$ cat config.mk
export PLATFORM = sky130hd
export DESIGN_NAME = tx_serial_sender
export DESIGN_NICKNAME = d
export VERILOG_FILES = /design/src/rtl/tx_serial_pkg.sv /design/src/rtl/tx_fifo.sv /design/src/rtl/tx_serial_sender.sv
export SDC_FILE = /design/constraint.sdc
export NUM_CORES = 1
export LEC_CHECK = 0
export BUFFER_PORTS_ARGS = -buffer_cell sky130_fd_sc_hd__buf_2
export CELL_PAD_IN_SITES_DETAIL_PLACEMENT = 0
export CELL_PAD_IN_SITES_GLOBAL_PLACEMENT = 1
export CORE_AREA = 2 2 81 83
export DETAILED_ROUTE_END_ITERATION = 10
export DIE_AREA = 0 0 83 85
export GPL_ROUTABILITY_DRIVEN = 0
export PLACE_DENSITY = 0.73
export SLEW_MARGIN = 0
export SYNTH_ARGS = -nofsm -noshare
export SYNTH_HDL_FRONTEND = slang
export SYNTH_HIERARCHICAL = 1
export SYNTH_SLANG_ARGS = --single-unit
$ cat constraint.sdc
create_clock -name clk -period 2.4 [get_ports clk]
set_input_delay 0.12 -clock clk [delete_from_list [all_inputs] [get_ports clk]]
set_output_delay 0.12 -clock clk [all_outputs]
set_load 0.01 [all_outputs]
$ cat src/rtl/tx_serial_pkg.sv
// tx_serial_pkg: FSM states and line levels shared by the serial transmitter
package tx_serial_pkg;
  typedef enum logic [2:0] {IDLE, START, DATA, PARITY, STOP} tx_state_t;
  localparam logic LINE_IDLE = 1'b1;
  localparam logic START_BIT = 1'b0;
  localparam logic STOP_BIT  = 1'b1;
endpackage

$ cat src/rtl/tx_fifo.sv
// tx_fifo: word buffer feeding the transmitter, combinational head read
module tx_fifo #(
  parameter int DATA_WIDTH = 8,
  parameter int ADDR_WIDTH = 2
) (
  input  logic                  clk,
  input  logic                  rst_n,
  input  logic                  wr_en,
  input  logic [DATA_WIDTH-1:0] wr_data,
  input  logic                  rd_en,
  output logic [DATA_WIDTH-1:0] rd_data,
  output logic                  full,
  output logic                  empty,
  output logic [ADDR_WIDTH:0]   level
);
  localparam int DEPTH = 2**ADDR_WIDTH;
  localparam int LW = ADDR_WIDTH + 1;
  logic [DATA_WIDTH-1:0] mem [DEPTH];
  logic [ADDR_WIDTH-1:0] wr_ptr, rd_ptr;
  logic push, pop;
  assign full = level == LW'(DEPTH);
  assign empty = level == '0;
  assign push = wr_en && !full;
  assign pop = rd_en && !empty;
  assign rd_data = mem[rd_ptr];
  always_ff @(posedge clk)
    if (push) mem[wr_ptr] <= wr_data;
  always_ff @(posedge clk or negedge rst_n)
    if (!rst_n) begin
      wr_ptr <= '0;
      rd_ptr <= '0;
      level <= '0;
    end else begin
      if (push) wr_ptr <= wr_ptr + ADDR_WIDTH'(1);
      if (pop) rd_ptr <= rd_ptr + ADDR_WIDTH'(1);
      level <= level + LW'(push) - LW'(pop);
    end
endmodule

$ cat src/rtl/tx_serial_sender.sv
// tx_serial_sender: drains the word buffer onto a start/data/parity/stop serial line
module tx_serial_sender
  import tx_serial_pkg::*;
#(
  parameter int DATA_WIDTH   = 8,
  parameter int ADDR_WIDTH   = 2,
  parameter int CLKS_PER_BIT = 16,
  parameter int PARITY_EN    = 1,
  parameter int PARITY_ODD   = 0
) (
  input  logic                  clk,
  input  logic                  rst_n,
  input  logic                  wr_en,
  input  logic [DATA_WIDTH-1:0] wr_data,
  output logic                  full,
  output logic                  empty,
  output logic [ADDR_WIDTH:0]   level,
  output logic                  tx,
  output logic                  busy,
  output logic                  tx_done
);
  localparam int CW = CLKS_PER_BIT > 1 ? $clog2(CLKS_PER_BIT) : 1;
  localparam int BW = DATA_WIDTH > 1 ? $clog2(DATA_WIDTH) : 1;
  tx_state_t state, state_nx;
  logic [CW-1:0] cnt;
  logic [BW-1:0] bit_idx;
  logic [DATA_WIDTH-1:0] shift, rd_data;
  logic parity, rd_en, bit_end, line;
  tx_fifo #(.DATA_WIDTH(DATA_WIDTH), .ADDR_WIDTH(ADDR_WIDTH)) u_fifo (
    .clk(clk), .rst_n(rst_n), .wr_en(wr_en), .wr_data(wr_data), .rd_en(rd_en),
    .rd_data(rd_data), .full(full), .empty(empty), .level(level)
  );
  assign bit_end = cnt == CW'(CLKS_PER_BIT - 1);
  always_comb begin
    state_nx = state;
    rd_en = 1'b0;
    line = LINE_IDLE;
    unique case (state)
      IDLE: begin
        rd_en = !empty;
        state_nx = empty ? IDLE : START;
      end
      START: begin
        line = START_BIT;
        if (bit_end) state_nx = DATA;
      end
      DATA: begin
        line = shift[0];
        if (bit_end && bit_idx == BW'(DATA_WIDTH - 1)) state_nx = PARITY_EN != 0 ? PARITY : STOP;
      end
      PARITY: begin
        line = parity;
        if (bit_end) state_nx = STOP;
      end
      STOP: begin
        line = STOP_BIT;
        // the closing stop clock may pop the next word for a gapless follow-on frame
        if (bit_end) begin
          rd_en = !empty;
          state_nx = empty ? IDLE : START;
        end
      end
      default: state_nx = IDLE;
    endcase
  end
  // line, busy and tx_done are registered together so they stay aligned on the wire
  always_ff @(posedge clk or negedge rst_n)
    if (!rst_n) begin
      state <= IDLE;
      cnt <= '0;
      bit_idx <= '0;
      shift <= '0;
      parity <= 1'b0;
      tx <= LINE_IDLE;
      busy <= 1'b0;
      tx_done <= 1'b0;
    end else begin
      state <= state_nx;
      tx <= line;
      busy <= state != IDLE;
      tx_done <= state == STOP && bit_end;
      cnt <= (state == IDLE || bit_end) ? '0 : cnt + CW'(1);
      if (rd_en) begin
        shift <= rd_data;
        parity <= ^rd_data ^ 1'(PARITY_ODD);
        bit_idx <= '0;
      end else if (state == DATA && bit_end) begin
        shift <= shift >> 1;
        bit_idx <= bit_idx + BW'(1);
      end
    end
endmodule

Word-level counts from Yosys, hierarchy flattened
Memories as Yosys holds them, arrays and structs flattened.
Index checks and enable logic that the tools add are counted.
Word-level totals
  logic and storage cells: 59
  memories: 1
  RAM bits: 32
  register bits: 29
Memory list
  u_fifo.mem: words 4, width 8, read ports 1, clocked after Yosys merged registers in 0, wr ports 1, RTL line tx_fifo.sv:18  | logic [DATA_WIDTH-1:0] mem [DEPTH];
Operators by class
  reduce and logical (&&, ||, !) cells: 14
  multiplexer cells: 16
  equality and inequality tests: 11
  add/subtract/negate cells: 6
Operator list (count)
  3-bit two-way mux: 6
  8-bit two-way mux: 2
  3-bit case mux with 5 select lines: 1
  3-bit == test (second input constant): 3
  2-bit != test (second input constant): 4
  8-bit parity: 1
  3-bit by 2-bit == test with 1-bit output (second input constant): 2
  3-bit logical NOT: 2
  1-bit logical AND: 5
  2-bit by 1-bit adder with 2-bit output (second input constant): 2
  4-bit by 1-bit adder with 4-bit output (second input constant): 1
  4-bit == test (second input constant): 1
  1-bit two-way mux: 4
  4-bit two-way mux: 1
  4-bit AND reduction: 1
  3-bit by 1-bit adder with 3-bit output: 1
  3-bit by 1-bit adder with 3-bit output (second input constant): 1
  3-bit by 1-bit == test with 1-bit output (second input constant): 1
  1-bit case mux with 3 select lines: 1
  3-bit nonzero test: 1
  3-bit by 1-bit subtractor with 3-bit output: 1
  1-bit logical NOT: 2
  1-bit case mux with 2 select lines: 1
  2-bit nonzero test: 1
  1-bit logical OR: 1

Logic depth before layout (Yosys ltp)
Gate-level depths: netlist of the first run.
  depth after elaboration: 6
  mapped depth: 12
  mapped depth without buffers: 11

Cells and area by module
The synthesis of the first run kept the hierarchy.
By module, submodules not included
  tx_fifo: times used 1, seq. area each 1136.1 µm², cells an instance 84, area each 1629.1 µm²
  tx_serial_sender: times used 1, seq. area each 551.8 µm², cells an instance 102, area each 1094.8 µm²

Worst setup path after synthesis of the first run
OpenSTA, ideal clock, no wires.
  path type: register to register
  start: register u_fifo.level[1]
  end: register u_fifo.level[2]
  buffers on the path: 2
  library setup time: 0.131 ns
  data arrival time: 2.697 ns
  stages on the path, launching flop included: 13
  period minus slack after synthesis: 2.828 ns
  setup slack: -0.428 ns
  data required time: 2.269 ns
  cell sequence: dfrtp_1 buf_2 nor3_1 a2111oi_4 buf_4 o31ai_2 inv_1 ha_1 inv_1 ha_1 fa_1 xor2_1 xnor2_1
On the way
  word-level cells in the longest chain between the ends: 6
  elaborated cells between the ends (all ways): 10
  those cells by class: add/sub: 2; eq/ne: 1; mux: 2; reduce/logical: 5
RTL lines
  start, declared: RTL line tx_fifo.sv:14  | output logic [ADDR_WIDTH:0] level
  start signal, assigned: RTL line tx_fifo.sv:36  | level <= level + LW'(push) - LW'(pop);
  3-bit logical NOT (*): RTL line tx_fifo.sv:22  | assign empty = level == '0;
  net empty: RTL line tx_serial_sender.sv:16  | output logic empty,
  1-bit logical NOT (*): RTL line tx_serial_sender.sv:40, tx_serial_sender.sv:59
  1-bit two-way mux: RTL line tx_serial_sender.sv:58  | if (bit_end) begin
  1-bit case mux with 2 select lines (*): RTL line tx_serial_sender.sv:38  | unique case (state)
  net rd_en: RTL line tx_serial_sender.sv:28  | logic parity, rd_en, bit_end, line;
  1-bit logical AND (*): RTL line tx_fifo.sv:24  | assign pop = rd_en && !empty;
  net u_fifo.pop: RTL line tx_fifo.sv:20  | logic push, pop;
  3-bit by 1-bit subtractor with 3-bit output (*): RTL line tx_fifo.sv:36
Mark *: on every way through the listed nets, which the timed path passes. The rest lies on a longest branch.
A chain may end at the register's enable or synchronous reset.

Worst setup path after layout of the first run
  start: register cnt[0]
  end: register u_fifo.level[2]
On the way
  word-level cells in the longest chain between the ends: 5
RTL lines
  start, declared: RTL line tx_serial_sender.sv:25  | logic [CW-1:0] cnt;
  start signal, assigned: RTL line tx_serial_sender.sv:82  | cnt <= (state == IDLE || bit_end) ? '0 : cnt + CW'(1);
  4-bit == test: RTL line tx_serial_sender.sv:33  | assign bit_end = cnt == CW'(CLKS_PER_BIT - 1);
  1-bit two-way mux: RTL line tx_serial_sender.sv:58
  1-bit case mux with 2 select lines: RTL line tx_serial_sender.sv:38
  1-bit logical AND: RTL line tx_fifo.sv:24
  net u_fifo.pop: RTL line tx_fifo.sv:20
  3-bit by 1-bit subtractor with 3-bit output: RTL line tx_fifo.sv:36
The timed path passes the listed nets, and every way through them passes these cells.

==> PnR_summary.wiki, run 1 <==
{| class="wikitable"
! Metric !! Value
|-
| Run status || complete, no violations
|-
| Share of power burned in the clock network || 33.4%
|-
| Critical Path Sink Type || flop
|-
| Syn Nets || 207
|-
| Register share of total power || 47.8%
|-
| Final wirelength || 4569 um
|-
| Num CTS Buffers || 9
|-
| Diodes inserted || 0
|-
| Pin count of the biggest net entering global routing || 30
|-
| Max-slew headroom at the worst pin || 56.04%
|-
| Post-layout total power || 2.902 mW
|-
| Number of top-level pins || 19
|-
| Fin. Hold Viols || 0
|-
| Switching Fraction || 27.27%
|-
| Leakage || 1.311 nW
|-
| Drt drc || 0
|-
| Post-route clock period utilization || 94.45%
|-
| PD cells || 893.7 nW/um^2
|-
| Starting utilization of the core area || 43.90%
|-
| Number of global-route vias before repair || 1623
|-
| Synth top cells by count || sky130_fd_sc_hd__edfxtp_1 (32), sky130_fd_sc_hd__dfrtp_1 (28), sky130_fd_sc_hd__nand2_1 (17)
|-
| Total of flip-flops plus latches after synthesis || 61
|-
| Warnings from Yosys || 6
|-
| Top-count cell post-synth || sky130_fd_sc_hd__edfxtp_1
|-
| Setup repair after global routing missed its margin || no
|-
| Share of total power in combinational logic || 18.9%
|-
| Final TNS setup || 0 ps
|-
| Clock period minus final worst setup slack || 2267 ps
|-
| Nets || 243
|-
| Clock H-tree levels || 3
|-
| Reported net switching power || 0.7914 mW
|-
| Number of max-cap violations || 0
|-
| Synthesized cell area || 2724 um^2
|-
| Layout Cell Area excl Fill || 3247 um^2
|-
| Clock tree root buffer cell || sky130_fd_sc_hd__clkbuf_8
|-
| Arrival time at the worst endpoint || 2480 ps
|-
| Worst-path fanout max || 3
|-
| Clock latency reported for the late side of the worst-skew pair || 340 ps
|-
| Total internal power || 2.110 mW
|-
| Required arrival time at the worst endpoint || 2620 ps
|-
| Count of cell types in the netlist || 40
|-
| Max Transition Viols Final || 0
|-
| F_max || 441.1 MHz
|-
| CTS Sinks || 61
|-
| Violation count after the first detailed-route iteration || 77
|-
| Number of enable flip-flop cells after synthesis || 32
|-
| Floorplan die area || 7055 um^2
|-
| Area added between synthesis and finish || 19.20%
|-
| Die boundary width || 83 um
|-
| Die Span Y || 85 um
|-
| Number of antenna violations at the first check in global routing || 0
|-
| CP Class || flop to flop
|-
| Top cell type by total area after synthesis || sky130_fd_sc_hd__edfxtp_1
|-
| Peak supply drop || 0.6699 mV
|-
| Final count of negative-setup-slack endpoints || 0
|-
| Detail Route Antenna Nets || 0
|-
| Clock-pin slew on the worst setup and hold paths || 60 ps
|-
| GRT Util Overall || 14.63%
|-
| Number of buffer cells added on primary ports || 18
|-
| Placement-stage worst setup slack || 106.6 ps
|-
| Slew @ Worst Pin || 659.4 ps
|-
| Post-Place Cell Area || 2943 um^2
|-
| Core area || 6205 um^2
|-
| First-pass GRT wire length || 7852 um
|-
| Clock skew after layout || 9.319 ps
|-
| Number of vias per cell || 5.172
|-
| Seq/Total Area, Yosys || 61.97%
|-
| Post-route worst hold slack || 119.9 ps
|-
| Syn Inst Count || 186
|-
| Buffer depth of the longest clock path || 2
|-
| CTS tree || done
|-
| Average detailed-routed wire length per instance || 15.08 um
|-
| Layout cells sized above 1 || 26.55%
|-
| Count of TritonRoute iterations in the first routing pass || 4
|-
| Startpoint types || flop
|-
| Avg Inst Size Synth || 14.64 um^2
|-
| Total half-perimeter wirelength after legalization and detailed placement || 3150 um
|-
| Cells taking the most area after synthesis || sky130_fd_sc_hd__edfxtp_1 (35%), sky130_fd_sc_hd__dfrtp_1 (26%), sky130_fd_sc_hd__mux4_2 (6.6%)
|-
| Standard-cell rows || 29
|-
| Synth top area share || 35.28%
|-
| Share of flip-flops with an asynchronous set or reset || 47.54%
|-
| Min-delay worst type || input port to flop
|-
| Dominant register cell in the synthesized netlist || sky130_fd_sc_hd__edfxtp_1
|-
| Via count || 1567
|-
| Minimum setup slack in the final design || 133.1 ps
|-
| Grt total ovfl || 0
|}
==> cell usage in the layout (no fill, tap or decap), types with 2 or more instances in the layout <==
cell | synthesis | layout
sky130_fd_sc_hd__xnor2_1 | 11 | 11
sky130_fd_sc_hd__o21ai_0 | 8 | 8
sky130_fd_sc_hd__a21oi_1 | 2 | 2
sky130_fd_sc_hd__dfrtp_2 | 0 | 2
sky130_fd_sc_hd__buf_2 | 6 | 18
sky130_fd_sc_hd__clkbuf_8 | 0 | 9
sky130_fd_sc_hd__nor3b_1 | 2 | 2
sky130_fd_sc_hd__bufinv_16 | 0 | 2
sky130_fd_sc_hd__mux2i_1 | 5 | 5
sky130_fd_sc_hd__a221o_1 | 2 | 2
sky130_fd_sc_hd__nand4bb_1 | 2 | 2
sky130_fd_sc_hd__ha_1 | 9 | 7
sky130_fd_sc_hd__or3_1 | 2 | 2
sky130_fd_sc_hd__and3b_1 | 4 | 4
sky130_fd_sc_hd__inv_1 | 6 | 6
sky130_fd_sc_hd__nor2_1 | 8 | 8
sky130_fd_sc_hd__buf_4 | 2 | 7
sky130_fd_sc_hd__o211ai_1 | 2 | 2
sky130_fd_sc_hd__nand2_1 | 17 | 17
sky130_fd_sc_hd__and3_1 | 2 | 2
sky130_fd_sc_hd__edfxtp_1 | 32 | 32
sky130_fd_sc_hd__xor2_1 | 4 | 4
sky130_fd_sc_hd__dfrtp_1 | 28 | 26
sky130_fd_sc_hd__mux4_2 | 8 | 8
sky130_fd_sc_hd__clkinvlp_4 | 0 | 2
sky130_fd_sc_hd__dlygate4sd3_1 | 0 | 9
sky130_fd_sc_hd__nand2b_1 | 6 | 6
==> registers in the layout, indices dropped and copies added (netlist names) <==
signal / count
bit_idx: 3
busy: 1
cnt: 4
parity: 1
shift: 8
state: 3
tx: 1
tx_done: 1
u_fifo/level: 3
u_fifo/mem: 32
u_fifo/rd_ptr: 2
u_fifo/wr_ptr: 2
==> kinds of logic after synthesis <==
kind of cell | after synthesis | synth area share (%)
AO/OA/AOI/OAI | 21 | 5.972
XOR/XNOR | 15 | 4.823
adder cells (fa/ha/maj) | 10 | 4.869
buffers and inverters | 15 | 2.618
flip-flops | 61 | 61.97
multiplexers | 13 | 8.452
AND/OR/NAND/NOR | 51 | 11.30
==> power groups by stage <==
stage	logic [mW]	registers, mW	clock network, mW
floorplan	0.379	1.39	0
global placement	0.513	1.39	0
detailed placement	0.543	1.41	0
CTS	0.556	1.39	0.990
global route	0.604	1.41	1.05
finish	0.548	1.39	0.968
==> worst max-delay path, cell delays in order (launching register included) <==
cell                        delay (ps)
sky130_fd_sc_hd__dfrtp_1           410
sky130_fd_sc_hd__ha_4              180
sky130_fd_sc_hd__nand3_4            70
sky130_fd_sc_hd__a2111oi_4         340
sky130_fd_sc_hd__o31ai_2           140
sky130_fd_sc_hd__inv_1              70
sky130_fd_sc_hd__ha_1              110
sky130_fd_sc_hd__inv_1              40
sky130_fd_sc_hd__ha_2              170
sky130_fd_sc_hd__fa_2              330
sky130_fd_sc_hd__xor2_1            160
sky130_fd_sc_hd__xnor2_1           130
==> layer usage <==
layer | vias up | part of all wire, % | wire (um) | global-route usage (%)
li1 | 745 | - | - | -
met1 | 781 | 43 | 1973 | 17.30
met3 | 9 | 4.6 | 212 | 5.934
met2 | 32 | 51 | 2321 | 24.49
met5 | - | 0 | 0 | 0
met4 | 0 | 1.3 | 61 | 4.918
==> repair_timing <==
action                     4_1_cts  5_1_grt
setup endpoints to repair        0        1
buffers inserted                 0        0
gates resized for setup          0        1
hold buffers                     9        0
hold endpoints to repair        60        0
==> area by class of cell <==
cell class	count	area, um^2
Fill cell	523	2958
Timing Repair Buffer	34	232.7
Multi-Input combinational cell	110	993.5
Sequential cell	61	1690
Clock inverter	6	87.58
Inverter	6	22.52
Tap cell	77	96.34
Clock buffer	9	123.9
==> stage by stage <==
step / util (%) / instances
floorplan: - / 186
finish: 52.33 / 303
global route: 52.33 / 303
global placement: 47.43 / 279
CTS: 52.29 / 303
detailed placement: 47.43 / 279
==> worst paths after layout <==
| kind | startpoint | end | cells past startpoint | slack [ps] |
|---|---|---|---|---|
| worst max register to register | cnt[0] | u_fifo/level[2] | 11 | 130 |
| max in group asynchronous | rst_n | u_fifo/level[0] | 2 | 1590 |
| worst min register to register | parity | parity | 2 | 520 |
| worst max-delay path | cnt[0] | u_fifo/level[2] | 11 | 130 |
| worst min-delay path | wr_en | u_fifo/wr_ptr[1] | 3 | 120 |
| min in group asynchronous | rst_n | tx_done | 2 | 340 |
No activity file was read; power rests on OpenSTA's default activity.
==> run 2, diff against run 1 <==
--- a/config.mk
+++ b/config.mk
@@ -12,7 +12,7 @@
 export DETAILED_ROUTE_END_ITERATION = 10
 export DIE_AREA = 0 0 83 85
 export GPL_ROUTABILITY_DRIVEN = 0
-export PLACE_DENSITY = 0.73
+export PLACE_DENSITY = 0.77
 export SLEW_MARGIN = 0
 export SYNTH_ARGS = -nofsm -noshare
 export SYNTH_HDL_FRONTEND = slang
==> run 2 against run 1 <==
Net effect:
- worst hold slack worse by 17 ps
- via count fell by 2.8%
- power decreased by 0.90%
- critical path depth unchanged
- utilization is essentially flat
- maximum frequency is 0.44% higher
- sequential share of layout area hardly changed
- register-to-register slack about the same
- first-iteration DRC count is 5.2% lower
- critical endpoint unchanged
- largest power group unchanged
==> PnR_summary.wiki, run 2 (same netlist as run 1, synthesis figures left out) <==
{| class="wikitable"
! Metric !! Value
|-
| Util after Layout || 52.37% (about the same)
|-
| Critical Path Sink Type || flop
|-
| Post-route clock period utilization || 94.04% (-0.41 points)
|-
| Clock latency reported for the late side of the worst-skew pair || 340 ps (about the same)
|-
| Share of total power in combinational logic || 19.5% (+0.6 points)
|-
| Number of vias per cell || 4.993 (-3.4%)
|-
| PD cells || 885.0 nW/um^2 (-0.98%)
|-
| Placement-stage worst setup slack || 131.4 ps (+24.85 ps)
|-
| Floorplan die area || 7055 um^2 (unchanged)
|-
| Final count of negative-setup-slack endpoints || 0 (unchanged)
|-
| Clock H-tree levels || 3 (unchanged)
|-
| Post-Place Cell Area || 2950 um^2 (+0.26%)
|-
| First-pass GRT wire length || 7638 um (-2.7%)
|-
| Share of power burned in the clock network || 33.0% (-0.4 points)
|-
| Reg area || 1690 um^2 (unchanged)
|-
| Standard-cell rows || 29 (unchanged)
|-
| Diodes inserted || 0 (unchanged)
|-
| Clock skew after layout || 4.707 ps (-4.612 ps)
|-
| Most used cells in the layout excluding fill and tap cells || sky130_fd_sc_hd__edfxtp_1 (32), sky130_fd_sc_hd__dfrtp_1 (26), sky130_fd_sc_hd__buf_2 (18), sky130_fd_sc_hd__nand2_1 (17), sky130_fd_sc_hd__xnor2_1 (11)
|-
| GRT Util Overall || 14.27% (-0.36 points)
|-
| Detail Route Antenna Nets || 0 (unchanged)
|-
| Number of global-route vias before repair || 1578 (-2.8%)
|-
| Buffer depth of the longest clock path || 2 (unchanged)
|-
| Worst-path fanout max || 3 (unchanged)
|-
| Max-slew headroom at the worst pin || 56.57% (+0.53 points)
|-
| Max Transition Viols Final || 0 (unchanged)
|-
| Cell depth of the worst min-delay path || 3 (unchanged)
|-
| Slew @ Worst Pin || 651.5 ps (-7.897 ps)
|-
| Clock-pin slew on the worst setup and hold paths || 70 ps (about the same)
|-
| Core area || 6205 um^2 (unchanged)
|-
| Number of antenna violations at the first check in global routing || 0 (unchanged)
|-
| Total half-perimeter wirelength after legalization and detailed placement || 2879 um (-8.6%)
|-
| Setup repair after global routing missed its margin || no
|-
| Switching Fraction || 28.61% (+1.3 points)
|-
| Cell total after placement || 280 (+0.36%)
|-
| Most common library cell in the layout ignoring fill and taps || sky130_fd_sc_hd__edfxtp_1
|-
| Num CTS Buffers || 9 (unchanged)
|-
| Leakage || 1.318 nW (+0.47%)
|-
| Register with the most flip-flops || u_fifo/mem
|-
| Layout cells sized above 1 || 27.19% (+0.64 points)
|-
| Area added between synthesis and finish || 19.29% (about the same)
|-
| Total internal power || 2.053 mW (-2.7%)
|-
| Clock tree root buffer cell || sky130_fd_sc_hd__clkbuf_8
|-
| Layout Cell Area excl Fill || 3249 um^2 (about the same)
|-
| Arrival time at the worst endpoint || 2480 ps (about the same)
|-
| Largest registers in the final layout || u_fifo/mem (32), shift (8), cnt (4)
|-
| Clock period minus final worst setup slack || 2257 ps (-9.897 ps)
|-
| Die boundary width || 83 um (unchanged)
|-
| Number of max-cap violations || 0 (unchanged)
|-
| Die Span Y || 85 um (unchanged)
|-
| Startpoint types || flop
|-
| Nets || 244 (+0.41%)
|-
| Area of the multi-input gates || 991.0 um^2 (-0.25%)
|-
| Reported net switching power || 0.8228 mW (+4.0%)
|-
| CTS Sinks || 61 (unchanged)
|-
| Layout Cells excl Fill || 305 (+0.66%)
|-
| Grt total ovfl || 0 (unchanged)
|-
| Pin count of the biggest net entering global routing || 30 (unchanged)
|-
| Number of top-level pins || 19 (unchanged)
|-
| Via count || 1523 (-2.8%)
|-
| Min-delay worst type || input port to flop
|-
| Number of buffer cells added on primary ports || 18 (unchanged)
|-
| Minimum setup slack in the final design || 143.0 ps (+9.897 ps)
|-
| F_max || 443.1 MHz (+0.44%)
|-
| Run status || complete, no violations
|-
| Drt drc || 0 (unchanged)
|-
| CP Class || flop to flop
|-
| Peak supply drop || 0.4453 mV (-34%)
|-
| Worst r2r path cells || 11 (unchanged)
|-
| Final TNS setup || 0 ps (unchanged)
|-
| Fin. Hold Viols || 0 (unchanged)
|-
| Post-layout total power || 2.876 mW (-0.90%)
|-
| # fillers || 526 (+0.57%)
|-
| Average detailed-routed wire length per instance || 14.68 um (-2.7%)
|-
| Starting utilization of the core area || 43.90% (unchanged)
|-
| Register share of total power || 47.5% (-0.3 points)
|-
| Count of TritonRoute iterations in the first routing pass || 4 (unchanged)
|-
| Violation count after the first detailed-route iteration || 73 (-5.2%)
|-
| Final wirelength || 4477 um (-2.0%)
|-
| Post-route worst hold slack || 103.1 ps (-16.72 ps)
|-
| Number of flip-flops in the largest register || 32 (unchanged)
|-
| Required arrival time at the worst endpoint || 2630 ps (about the same)
|-
| CTS tree || done
|}
==> run 2: cell count changes in the layout (fill, tap and decap cells not counted), sizes merged <==
cell,previous run,this run
buf,25,26
clkinv,1,2
clkbuf,9,10
bufinv,2,1
==> run 2: area by class of cell <==
| class | count | area share, % |
|---|---|---|
| Inverter | 6 | 0.6931 |
| Clock buffer | 10 | 4.236 |
| Multi-Input combinational cell | 110 | 30.50 |
| Tap cell | 77 | 2.965 |
| Timing Repair Buffer | 35 | 7.393 |
| Sequential cell | 61 | 52.02 |
| Clock inverter | 6 | 2.195 |
==> run 2: worst paths after layout <==
path | from | to | slack (ps)
setup / recovery | cnt[0] | u_fifo/level[2] | 140
hold / removal | wr_en | u_fifo/wr_ptr[1] | 100
setup reg to reg | cnt[0] | u_fifo/level[2] | 140
hold reg to reg | cnt[0] | cnt[0] | 500
max in group asynchronous | rst_n | u_fifo/level[0] | 1590
min in group asynchronous | rst_n | shift[3] | 340
==> run 2: timing repair <==
| item | in CTS | in global routing |
|---|---|---|
| endpoints found under the setup margin | 0 | 0 |
| hold endpoints to repair | 60 | 0 |
| resized for setup | 0 | 0 |
| hold buffers | 9 | 0 |
| buffers inserted | 0 | 0 |
==> run 2: power groups by stage <==
| stage | Combinational, mW | Clock [mW] | Sequential (mW) |
|---|---|---|---|
| after global routing | 0.630 | 1.03 | 1.38 |
| after global placement | 0.555 | 0 | 1.38 |
| after floorplan | 0.379 | 0 | 1.39 |
| after CTS | 0.579 | 0.972 | 1.37 |
| final | 0.561 | 0.949 | 1.37 |
| after detailed placement | 0.565 | 0 | 1.39 |
==> run 2: routing by layer <==
| metal | global-route usage (%) | wire length [um] |
|---|---|---|
| met5 | 0 | 0 |
| met1 | 17.68 | 2086 |
| met2 | 22.36 | 2113 |
| met3 | 5.058 | 161 |
| met4 | 7.154 | 116 |
==> run 2: worst max-delay path, cell delays in order, from the launching register on <==
cell                        delay [ps]
sky130_fd_sc_hd__dfrtp_1           410
sky130_fd_sc_hd__ha_4              180
sky130_fd_sc_hd__nand3_4            70
sky130_fd_sc_hd__a2111oi_4         330
sky130_fd_sc_hd__o31ai_2           140
sky130_fd_sc_hd__inv_1              70
sky130_fd_sc_hd__ha_1              110
sky130_fd_sc_hd__inv_1              40
sky130_fd_sc_hd__ha_1              180
sky130_fd_sc_hd__fa_2              340
sky130_fd_sc_hd__xor2_1            160
sky130_fd_sc_hd__xnor2_1           120
